--- config.mk ---
export PLATFORM = sky130hd
export DESIGN_NAME = lsu
export DESIGN_NICKNAME = d
export VERILOG_FILES = /design/src/rtl/lsu_pkg.sv /design/src/rtl/lsu_align.sv /design/src/rtl/lsu.sv
export SDC_FILE = /design/constraint.sdc
export NUM_CORES = 1
export LEC_CHECK = 0
export BUFFER_PORTS_ARGS = -buffer_cell sky130_fd_sc_hd__clkbuf_2
export CAP_MARGIN = 20
export CORE_ASPECT_RATIO = 1.2
export CORE_MARGIN = 3
export CORE_UTILIZATION = 40
export CTS_BUF_LIST = sky130_fd_sc_hd__clkbuf_4
export CTS_CLUSTER_SIZE = 40
export DETAILED_ROUTE_END_ITERATION = 8
export HOLD_SLACK_MARGIN = 0.03
export PLACE_DENSITY = 0.77
export SLEW_MARGIN = 20
export SYNTH_ARGS = -nofsm -noshare
export SYNTH_HDL_FRONTEND = slang
export SYNTH_SLANG_ARGS = --single-unit
--- constraint.sdc ---
create_clock -name clk -period 2.4 [get_ports clk]
set_clock_uncertainty 0.15 [all_clocks]
set_input_delay 0.24 -clock clk [delete_from_list [all_inputs] [get_ports clk]]
set_output_delay 0.24 -clock clk [all_outputs]
set_load 0.1 [all_outputs]
--- src/rtl/lsu_pkg.sv ---
// lsu_pkg: shared types and constants for the RV32I load/store unit.
//   lsu_state_e  - FSM state encoding (IDLE, REQ, WAIT_R, DONE)
//   F3_*         - funct3 width encodings understood by the unit
//   FAULT_*      - fault codes reported alongside done
//   lsu_check()  - classifies a request as legal, misaligned or illegal
package lsu_pkg;

  typedef enum logic [1:0] {
    IDLE   = 2'd0,
    REQ    = 2'd1,
    WAIT_R = 2'd2,
    DONE   = 2'd3
  } lsu_state_e;

  localparam logic [2:0] F3_B  = 3'b000;
  localparam logic [2:0] F3_H  = 3'b001;
  localparam logic [2:0] F3_W  = 3'b010;
  localparam logic [2:0] F3_BU = 3'b100;
  localparam logic [2:0] F3_HU = 3'b101;

  localparam logic [1:0] FAULT_NONE     = 2'b00;
  localparam logic [1:0] FAULT_MISALIGN = 2'b01;
  localparam logic [1:0] FAULT_ILLEGAL  = 2'b10;

  // Illegal takes priority over misaligned. Once a request is known to be
  // legal, funct3[1:0] alone identifies byte/half/word for loads and stores.
  function automatic logic [1:0] lsu_check(input logic       is_load,
                                           input logic       is_store,
                                           input logic [2:0] f3,
                                           input logic [1:0] off);
    logic illegal;
    logic misalign;
    illegal  = (is_load == is_store) ||
               (is_load  && (f3 == 3'b011 || f3 == 3'b110 || f3 == 3'b111)) ||
               (is_store && (f3 >= 3'b011));
    misalign = ((f3[1:0] == 2'b01) && off[0]) ||
               ((f3[1:0] == 2'b10) && (off != 2'b00));
    if (illegal)       return FAULT_ILLEGAL;
    else if (misalign) return FAULT_MISALIGN;
    else               return FAULT_NONE;
  endfunction

endpackage

--- src/rtl/lsu_align.sv ---
// lsu_align: purely combinational lane steering for the load/store unit.
//   i_funct3      - access width / signedness
//   i_offset      - byte offset within the word (addr[1:0])
//   i_store_data  - rs2 value
//   i_rdata       - raw read word from memory
//   o_be          - byte enables for the access
//   o_wdata       - store data replicated across all lanes
//   o_load_data   - read word shifted down and sign/zero extended
module lsu_align
  import lsu_pkg::*;
(
  input  logic [2:0]  i_funct3,
  input  logic [1:0]  i_offset,
  input  logic [31:0] i_store_data,
  input  logic [31:0] i_rdata,
  output logic [3:0]  o_be,
  output logic [31:0] o_wdata,
  output logic [31:0] o_load_data
);

  logic [31:0] w_shifted;

  // Bring the addressed byte/halfword down to bit 0.
  assign w_shifted = i_rdata >> {i_offset, 3'b000};

  // Replicating the data lets the memory pick whichever lane be selects.
  always_comb begin
    o_be    = 4'b1111;
    o_wdata = i_store_data;
    case (i_funct3[1:0])
      2'b00: begin
        o_be    = 4'b0001 << i_offset;
        o_wdata = {4{i_store_data[7:0]}};
      end
      2'b01: begin
        o_be    = i_offset[1] ? 4'b1100 : 4'b0011;
        o_wdata = {2{i_store_data[15:0]}};
      end
      default: begin
        o_be    = 4'b1111;
        o_wdata = i_store_data;
      end
    endcase
  end

  always_comb begin
    o_load_data = w_shifted;
    case (i_funct3)
      F3_B:    o_load_data = {{24{w_shifted[7]}}, w_shifted[7:0]};
      F3_BU:   o_load_data = {24'd0, w_shifted[7:0]};
      F3_H:    o_load_data = {{16{w_shifted[15]}}, w_shifted[15:0]};
      F3_HU:   o_load_data = {16'd0, w_shifted[15:0]};
      default: o_load_data = w_shifted;
    endcase
  end

endmodule

--- src/rtl/lsu.sv ---
// lsu: RV32I load/store unit, one memory transaction per request.
//   clk, rst_n          - clock and asynchronous active-low reset
//   i_start ..          - request (is_load, is_store, funct3, addr, store_data)
//   o_busy, o_done      - in-flight flag and one-cycle completion pulse
//   o_load_data         - formatted load result, non-zero only with done
//   o_fault/_code       - request rejected without touching memory
//   o_mem_* / i_mem_*   - req/gnt/rvalid data-memory port
module lsu
  import lsu_pkg::*;
#(
  parameter int XLEN = 32  // only 32 is supported
) (
  input  logic            clk,
  input  logic            rst_n,
  input  logic            i_start,
  input  logic            i_is_load,
  input  logic            i_is_store,
  input  logic [2:0]      i_funct3,
  input  logic [XLEN-1:0] i_addr,
  input  logic [XLEN-1:0] i_store_data,
  output logic            o_busy,
  output logic            o_done,
  output logic [XLEN-1:0] o_load_data,
  output logic            o_fault,
  output logic [1:0]      o_fault_code,
  output logic            o_mem_req,
  output logic            o_mem_we,
  output logic [XLEN-1:0] o_mem_addr,
  output logic [3:0]      o_mem_be,
  output logic [XLEN-1:0] o_mem_wdata,
  input  logic            i_mem_gnt,
  input  logic            i_mem_rvalid,
  input  logic [XLEN-1:0] i_mem_rdata
);

  lsu_state_e      r_state;
  logic            r_is_load;
  logic            r_is_store;
  logic [2:0]      r_funct3;
  logic [XLEN-1:0] r_addr;
  logic [XLEN-1:0] r_store_data;
  logic [1:0]      r_fault_code;
  logic [XLEN-1:0] r_load_data;

  logic [1:0]      w_check;
  logic [3:0]      w_be;
  logic [XLEN-1:0] w_wdata;
  logic [XLEN-1:0] w_load_fmt;
  logic            w_in_req;
  logic            w_in_done;

  assign w_check = lsu_check(i_is_load, i_is_store, i_funct3, i_addr[1:0]);

  lsu_align u_align (
    .i_funct3     (r_funct3),
    .i_offset     (r_addr[1:0]),
    .i_store_data (r_store_data),
    .i_rdata      (i_mem_rdata),
    .o_be         (w_be),
    .o_wdata      (w_wdata),
    .o_load_data  (w_load_fmt)
  );

  always_ff @(posedge clk or negedge rst_n) begin
    if (!rst_n) begin
      r_state      <= IDLE;
      r_is_load    <= 1'b0;
      r_is_store   <= 1'b0;
      r_funct3     <= '0;
      r_addr       <= '0;
      r_store_data <= '0;
      r_fault_code <= FAULT_NONE;
      r_load_data  <= '0;
    end else begin
      case (r_state)
        IDLE: begin
          if (i_start) begin
            r_is_load    <= i_is_load;
            r_is_store   <= i_is_store;
            r_funct3     <= i_funct3;
            r_addr       <= i_addr;
            r_store_data <= i_store_data;
            r_fault_code <= w_check;
            r_load_data  <= '0;
            // Rejected requests skip memory entirely and report at once.
            r_state      <= (w_check != FAULT_NONE) ? DONE : REQ;
          end
        end
        REQ: begin
          if (i_mem_gnt) r_state <= r_is_load ? WAIT_R : DONE;
        end
        WAIT_R: begin
          if (i_mem_rvalid) begin
            r_load_data <= w_load_fmt;
            r_state     <= DONE;
          end
        end
        DONE:    r_state <= IDLE;
        default: r_state <= IDLE;
      endcase
    end
  end

  assign w_in_req  = (r_state == REQ);
  assign w_in_done = (r_state == DONE);

  assign o_busy       = (r_state != IDLE);
  assign o_done       = w_in_done;
  assign o_fault      = w_in_done && (r_fault_code != FAULT_NONE);
  assign o_fault_code = w_in_done ? r_fault_code : FAULT_NONE;
  assign o_load_data  = (w_in_done && r_is_load && (r_fault_code == FAULT_NONE))
                        ? r_load_data : '0;

  // Memory side is driven straight from the latched request, so it stays
  // stable for the whole REQ phase and is forced to zero outside it.
  assign o_mem_req   = w_in_req;
  assign o_mem_we    = w_in_req && r_is_store;
  assign o_mem_addr  = w_in_req ? {r_addr[XLEN-1:2], 2'b00} : '0;
  assign o_mem_be    = w_in_req ? w_be : 4'b0000;
  assign o_mem_wdata = (w_in_req && r_is_store) ? w_wdata : '0;

endmodule

* Word level (Yosys, flattened, before mapping) *
Cells that the tools add are included.

operators by class
  $lt $le $gt $ge = 1
  equality and inequality tests = 16
  shifts and indexed selects = 2
  multiplexer cells = 20
  reduce and logical (&&, ||, !) cells = 25

operators by type and width
  operator                                                           number
  2-to-1 mux 32 bit                                                  5
  case mux 32 bit (2 select lines)                                   2
  case mux 32 bit (4 select lines)                                   1
  >> shifter 32 x 5 -> 32 bit                                        1
  == test 3 bit, second input constant                               4
  2-to-1 mux 2 bit                                                   6
  nonzero test 2 bit                                                 5
  logical AND 1 bit                                                  8
  2-to-1 mux 4 bit                                                   2
  case mux 2 bit (4 select lines)                                    1
  case mux 4 bit (2 select lines)                                    1
  == test 2 x 1 -> 1 bit, second input constant                      3
  == test 2 bit, second input constant                               3
  logical NOT 2 bit                                                  3
  != test 2 bit, second input constant                               3
  AND reduction 3 bit                                                2
  logical OR 1 bit                                                   5
  << shifter 1 x 2 -> 4 bit, first input constant                    1
  == test 3 x 1 -> 1 bit, second input constant                      1
  == test 3 x 2 -> 1 bit, second input constant                      1
  greater-or-equal comparator 3 x 2 -> 1 bit, second input constant  1
  logical NOT 3 bit                                                  1
  2-to-1 mux 1 bit                                                   2
  AND reduction 2 bit                                                1
  == test 1 bit                                                      1

word-level totals
  register bits = 105
  bits of input ports = 106
  output and inout port bits = 107
  word-level logic and storage cells = 72

* Depth between registers and ports, before layout *
Gate-level depths: netlist of run 1.

  depth in word-level cells = 11
  gate-level depth with buffers = 7
  mapped depth without buffers = 6

* Cells and area by module *
Synthesis of run 1 repeated with hierarchy kept, for this count alone.

second synthesis, totals
  cells, all modules = 566
  area, all modules = 6054.6 sq um

modules (own cells, without submodules)
  module     times used  cells an instance  area an instance (sq um)  sequential area each (sq um)
  lsu        1           380                4775.8                    2627.5
  lsu_align  1           186                1278.7                    0.0

* Least setup slack after synthesis of run 1 *
No wires, ideal clock.

  kind = register to output
  from = register r_state[1]
  to = output port o_mem_wdata[13]
  arrival = 3394 ps
  data required time = 2010 ps
  slack = -1384 ps
  stages on the path, launching flop included = 6
  path buffers = 1
  cell sequence = dfrtp_1 inv_1 ha_1 nand2_1 clkbuf_1 a21oi_1

on the way
  cells in the longest elaborated chain, start to end = 3

RTL lines
  item                    line        text
  start, declared         lsu.sv:36   lsu_state_e r_state;
  start signal, assigned  lsu.sv:86   r_state <= (w_check != FAULT_NONE) ? DONE : REQ;
  start signal, assigned  lsu.sv:90   if (i_mem_gnt) r_state <= r_is_load ? WAIT_R : DONE;
  == test 2 x 1 -> 1 bit  lsu.sv:104  assign w_in_req = (r_state == REQ);
  net o_mem_req           lsu.sv:26   output logic o_mem_req,
  logical AND 1 bit       lsu.sv:120  assign o_mem_wdata = (w_in_req && r_is_store) ? w_wdata : '0;
  2-to-1 mux 32 bit       lsu.sv:120
  end, declared           lsu.sv:30   output logic [XLEN-1:0] o_mem_wdata,

The timed path passes the listed nets, and every way through them passes these cells.

* Final worst setup path of run 1 *
  from = register r_funct3[0]
  to = output port o_mem_wdata[30]

on the way
  cells in the longest elaborated chain, start to end = 3
  elaborated cells on any way between the ends = 4
  classes of those cells = eq/ne: 1; mux: 2; reduce/logical: 1

RTL lines
  item                                                                line             text
  start, declared                                                     lsu.sv:39        logic [2:0] r_funct3;
  start signal, assigned                                              lsu.sv:80        r_funct3 <= i_funct3;
  == test 2 x 1 -> 1 bit / logical NOT 2 bit (equally long branches)  lsu_align.sv:30  case (i_funct3[1:0])
  case mux 32 bit (2 select lines) (*)                                lsu_align.sv:30
  2-to-1 mux 32 bit (*)                                               lsu.sv:120

Mark *: on every way between the ends. The rest lies on a longest branch, timed or not.

==> results of run 1 <==
==> synthesized netlist by cell type, types with 5 or more instances <==
cell / number / area (um^2)
a21oi_1: 37 / 185
a221o_1: 15 / 150
and2_1: 64 / 400
and3_1: 9 / 56.3
clkbuf_1: 33 / 124
dfrtp_1: 105 / 2630
ha_1: 5 / 62.6
inv_1: 9 / 33.8
mux2_2: 75 / 845
mux2i_1: 34 / 340
nand2_1: 40 / 150
nand3b_1: 9 / 67.6
nor2_1: 40 / 150
o21ai_0: 28 / 140
==> worst register-to-register path, stage by stage (launching register included) <==
cell and delay [ns]:
dfrtp_1 0.46, inv_2 0.09, ha_1 0.26, nand2b_1 0.15, nand3_1 0.12, nor3_1 0.70, a221o_1 0.29
==> worst paths after layout <==
path / slack, ns / cells after the start / to
min in group asynchronous: 0.20 / 3 / r_load_data[5]
max in group asynchronous: 1.47 / 3 / r_addr[3]
worst max register to register: 0.14 / 6 / r_load_data[29]
worst min register to register: 0.35 / 2 / r_load_data[1]
worst min-delay path: 0.07 / 5 / r_load_data[1]
worst max-delay path: 0.01 / 6 / o_mem_wdata[30]
==> metrics by stage <==
stage / setup TNS, ns / total power (uW) / utilization, % / setup slack [ns]
final: 0 / 13400 / 73.2 / 0.0141
after global routing: -1.02 / 14000 / 73.2 / -0.0490
after CTS: -0.111 / 12700 / 70.8 / -0.0132
after detailed placement: 0 / 11200 / 60.9 / 0.163
after global placement: 0 / 11100 / 60.9 / 0.226
after floorplan: -0.644 / 9130 / - / -0.199
==> cells by family (layout without fill, tap and decap cells) <==
family	after synthesis	in the layout	share of synthesized area [%]
other cells	1	3	0.0670
mux	111	111	22.0
flops	105	105	47.0
simple gates	174	174	16.4
fa+ha+maj	5	5	1.12
buf+inv	47	365	3.56
compound gates	90	90	9.91
==> layout make-up <==
type | instances | area (um^2)
antenna | 1 | 2.50
clock buffer | 9 | 67.6
fill | 819 | 3610
tap | 168 | 210
sequential | 105 | 2630
timing repair buffer | 340 | 3650
inverter | 9 | 41.3
multi-input combinational | 382 | 3190
clock inverter | 7 | 66.3
==> what timing repair did <==
item | in CTS | in global routing
setup buffers | 11 | 1
endpoints found under the setup margin | 84 | 93
gates resized for setup | 55 | 70
pin swaps | 13 | 31
cloned | 3 | 2
endpoints found under the hold margin | 196 | 0
hold buffers | 93 | 0
==> metal layers <==
metal	GRT usage, %	wire length [um]
met5	0	0
met4	10.3	768
met3	6.52	1630
met2	46.5	11400
met1	28.4	7770
==> sequential cells by signal, summed over array words and instances, names as in the netlist <==
register / cells
r_is_store: 1
r_funct3: 3
r_fault_code: 2
r_store_data: 32
r_is_load: 1
r_state: 2
r_addr: 32
r_load_data: 32
==> power breakdown <==
group / total, uW / internal [uW] / switching [uW]
clock network: 943 / 246 / 697
registers: 3310 / 2590 / 720
logic: 9140 / 3370 / 5770
==> impl_metrics.tcl, run 1 <==
set metrics [dict create \
    outcome "complete, no violations" \
    insertion_delay_ns 0.50 \
    dpl_cell_area_um2 8200 \
    slowest_stage "dfrtp_2" \
    crit_family "flip-flops" \
    hold_viol_final 0 \
    tightest_slew_ns 0.839 \
    syn-cell-area_um2 5590 \
    critPathRequiredTime_ns 2.01 \
    async_flop_share_pct 100 \
    synth_ff_type "dfrtp_1" \
    yosys_register_bits 105 \
    startpoint "r_funct3[0]" \
    worst_setup_path_start_kind "flip-flop" \
    rsz0062_at_grt "yes" \
    power_density_nw_per_um2 1360 \
    cp_max_fo 7 \
    crit_type "reg -> out" \
    worst-path-buf-inv 2 \
    worstPathArrival_ns 2.00 \
    end_kind "output pin" \
    first_global_vias 5908 \
    io_buffers 210 \
    seq_area_frac_synth_pct 47.0 \
    synth_cell_types 31 \
    final-instance-count-excl-fill 1021 \
    syn_area_per_cell_um2 10.5 \
    grt_pass1_wl_um 31000 \
    synth_edf_count 0 \
    drtIter0Drc 276 \
    grt_max_degree 106 \
    design_area_um2 9850 \
    period_needed_ns 2.39 \
    dp_hpwl_um 12000 \
    rr_startpoint "r_state[1]" \
    cts_root_buf "clkbuf_4" \
    final_antenna_net_count 0 \
    start_util_pct 41.5 \
    h-tree-depth 3 \
    die-area_um2 15400 \
    power_leakage_uw 0.00449 \
    hold_path_class "in -> reg" \
    die_w_um 114 \
    viasPerCell 5.44 \
    rows 46 \
    hold_slack_ns 0.0678 \
    dr.pass1.iters 5 \
    drive_gt1_share_pct 51.4 \
    final_common_cell "clkbuf_2" \
    drt_wl_total_um 21500 \
    place_congestion 0.824 \
    grt-ovfl-total 0 \
    yosys_warnings 0 \
    fin_crit_sh_pct 99.4 \
    crit_chain "buf_4, mux2i_2, nor2_1, a21oi_1, nor2_4, buf_12" \
    coreArea_um2 13500 \
    slew_headroom_pct 43.6 \
    clockBufferDepth 2 \
    ir_worst_vdd_v 0.00112 \
    cts-buffers-inserted 9 \
    clkTransAtPathRegs_ns 0.20 \
    clock_sinks 105 \
    io-pin-count 213 \
    maxCapViolCount 0 \
    cts_tree "yes" \
    layout_common_cells "clkbuf_2, dfrtp_1, dlygate4sd3_1" \
    hp-start "i_mem_rdata[9]" \
    syn_to_final_growth_pct 76.2 \
    postSynthCellCount 533 \
    max_stage_delay_ns 0.42 \
    wl_per_cell_um 21.1 \
    setup_violations 0 \
    antenna_found_initial 1 \
    dp.cells 894 \
    num-nets-final 958 \
    grt.total_usage_pct 25.7 \
    die_y_um 136 \
    drc 0 \
    fmax_mhz 419 \
    drv_slew 0 \
    num_vias 5552 \
]
Note: power is estimated with default switching activity, not from simulation.
==> run 2, diff against run 1 <==
--- a/config.mk
+++ b/config.mk
@@ -9,13 +9,13 @@
 export CAP_MARGIN = 20
 export CORE_ASPECT_RATIO = 1.2
 export CORE_MARGIN = 3
-export CORE_UTILIZATION = 40
+export CORE_UTILIZATION = 35
 export CTS_BUF_LIST = sky130_fd_sc_hd__clkbuf_4
 export CTS_CLUSTER_SIZE = 40
 export DETAILED_ROUTE_END_ITERATION = 8
 export HOLD_SLACK_MARGIN = 0.03
-export PLACE_DENSITY = 0.77
-export SLEW_MARGIN = 20
+export PLACE_DENSITY = 0.7
+export SLEW_MARGIN = 5
 export SYNTH_ARGS = -nofsm -noshare
 export SYNTH_HDL_FRONTEND = slang
 export SYNTH_SLANG_ARGS = --single-unit
==> run 2 against run 1 <==
Against the previous run: the flow now finishes with violations (negative setup slack); largest power group unchanged; combinational power shrank 1%; wire length fell by 8.0%; register-to-register slack about the same; count of clock-buffer cells in the layout unchanged.
==> impl_metrics.tcl, run 2 (synthesis results as in run 1) <==
set metrics [dict create \
    hold_viol_final 0 \
    cts_root_buf "clkbuf_4" \
    num_vias 5433 \
    die_w_um 121 \
    drc 0 \
    grt.total_usage_pct 21.8 \
    grt_pass1_wl_um 29800 \
    drv_slew 0 \
    die-area_um2 17500 \
    cts_tree "yes" \
    wl_per_cell_um 18.6 \
    dr.pass1.iters 6 \
    drt_wl_total_um 19800 \
    end_kind "output pin" \
    grtUsageMet3_pct 6.30 \
    dp_hpwl_um 12100 \
    final_common_cell "clkbuf_2" \
    h-tree-depth 3 \
    period_needed_ns 2.42 \
    clockBufferDepth 2 \
    drtIter0Drc 297 \
    fin_ws_ns -0.0226 \
    power_density_nw_per_um2 1330 \
    maxCapViolCount 0 \
    setup_violations 14 \
    num-nets-final 962 \
    worst_setup_path_start_kind "flip-flop" \
    place_congestion 0.834 \
    fill_cells 1156 \
    final_antenna_net_count 0 \
    worstPathArrival_ns 2.03 \
    io_buffers 210 \
    hold_slack_ns 0.0814 \
    max_stage_delay_ns 0.42 \
    clkTransAtPathRegs_ns 0.20 \
    grt_max_degree 106 \
    cts-buffers-inserted 9 \
    ir_worst_vdd_v 0.000949 \
    holdPathStages 5 \
    total_power_uw 13300 \
    insertion_delay_ns 0.49 \
    fin_crit_sh_pct 101 \
    power_leakage_uw 0.00451 \
    fmax_mhz 413 \
    dpl_cell_area_um2 8190 \
    antenna_found_initial 1 \
    worstRegToRegCells 7 \
    cp_max_fo 8 \
    met1_usage_pct 25.5 \
    clock_sinks 105 \
    slew_headroom_pct 43.9 \
    rsz0062_at_grt "yes" \
    layout_common_cells "clkbuf_2, dfrtp_1, dlygate4sd3_1" \
    post-route-util_pct 63.7 \
    violations "negative setup slack" \
    globalRouteMet2Util_pct 38.1 \
    design_area_um2 9960 \
    crit_type "reg -> out" \
    reg_top3 "r_addr (32), r_load_data (32), r_store_data (32)" \
    first_global_vias 5577 \
    coreArea_um2 15600 \
    hold_path_class "in -> reg" \
    grt-ovfl-total 0 \
    fin_tns_setup_ns -0.200 \
    rows 50 \
    io-pin-count 213 \
    viasPerCell 5.10 \
    start_util_pct 35.8 \
    syn_to_final_growth_pct 78.0 \
    critPathRequiredTime_ns 2.01 \
    tightest_slew_ns 0.835 \
    drive_gt1_share_pct 51.4 \
    grt_busiest_layer "met2" \
    slowest_stage "dfrtp_1" \
    crit_chain "buf_4, ha_4, nand2_4, nor3_4, buf_6, buf_8, and2_2, buf_12" \
    outcome "finished, violations left" \
    regToRegSetupSlack_ns 0.15 \
    die_y_um 144 \
]
## run 2: cell count changes in the layout (fill, tap and decap cells not counted), sizes merged
cell         delta
buf             +9
clkbuf          -8
clkinv          +2
dlygate4sd3     +3
inv             -2
## run 2: timing repair
| action | 4_1_cts | 5_1_grt |
|---|---|---|
| hold buffers | 96 | 0 |
| gates cloned | 4 | 2 |
| buffers inserted | 10 | 6 |
| resized for setup | 68 | 77 |
| hold endpoints to repair | 198 | 0 |
| pin swaps | 8 | 12 |
| endpoints found under the setup margin | 102 | 77 |
## run 2: where the power goes
part	switching (uW)	internal [uW]
Combinational	5650	3370
Clock	714	255
Sequential	663	2590
Total	7030	6220
## run 2: critical path: cells and delay by family, from the launching register on
kind	cells	cell delay, ns
adders and majority gates	1	0.15
DFF	1	0.42
buffers and inverters	4	0.58
and+or+nand+nor	3	0.37
## run 2: layer usage
metal,up-vias,routed length [um],share of wire [%]
met4,0,505,2.5
met3,43,1550,7.8
li1,2496,-,-
met1,2653,7770,39
met2,241,9990,50
met5,-,0,0
## run 2: layout make-up
cell class / instances / area [um^2] / area share, %
tap: 208 / 260 / 2.61
multi-input combinational: 382 / 3190 / 32.0
timing repair buffer: 344 / 3680 / 37.0
clock inverter: 7 / 81.3 / 0.817
antenna: 1 / 2.50 / 0.0251
sequential: 105 / 2630 / 26.4
clock buffer: 9 / 67.6 / 0.679
inverter: 9 / 41.3 / 0.415
## run 2: final timing paths
path,startpoint,to
worst max-delay path,r_state[1],o_load_data[23]
max in group asynchronous,rst_n,r_addr[22]
worst min register to register,r_load_data[15],r_load_data[15]
worst min-delay path,i_mem_rdata[0],r_load_data[0]
min in group asynchronous,rst_n,r_fault_code[1]
worst max register to register,r_state[1],r_load_data[29]
## run 2: stage by stage
stage          setup WS (ns)  instances
2_1_floorplan         -0.199        534
3_3_place_gp           0.252        930
3_5_place_dp           0.180        930
4_1_cts              -0.0722       1056
5_1_grt               -0.133       1065
6_report             -0.0226       1065
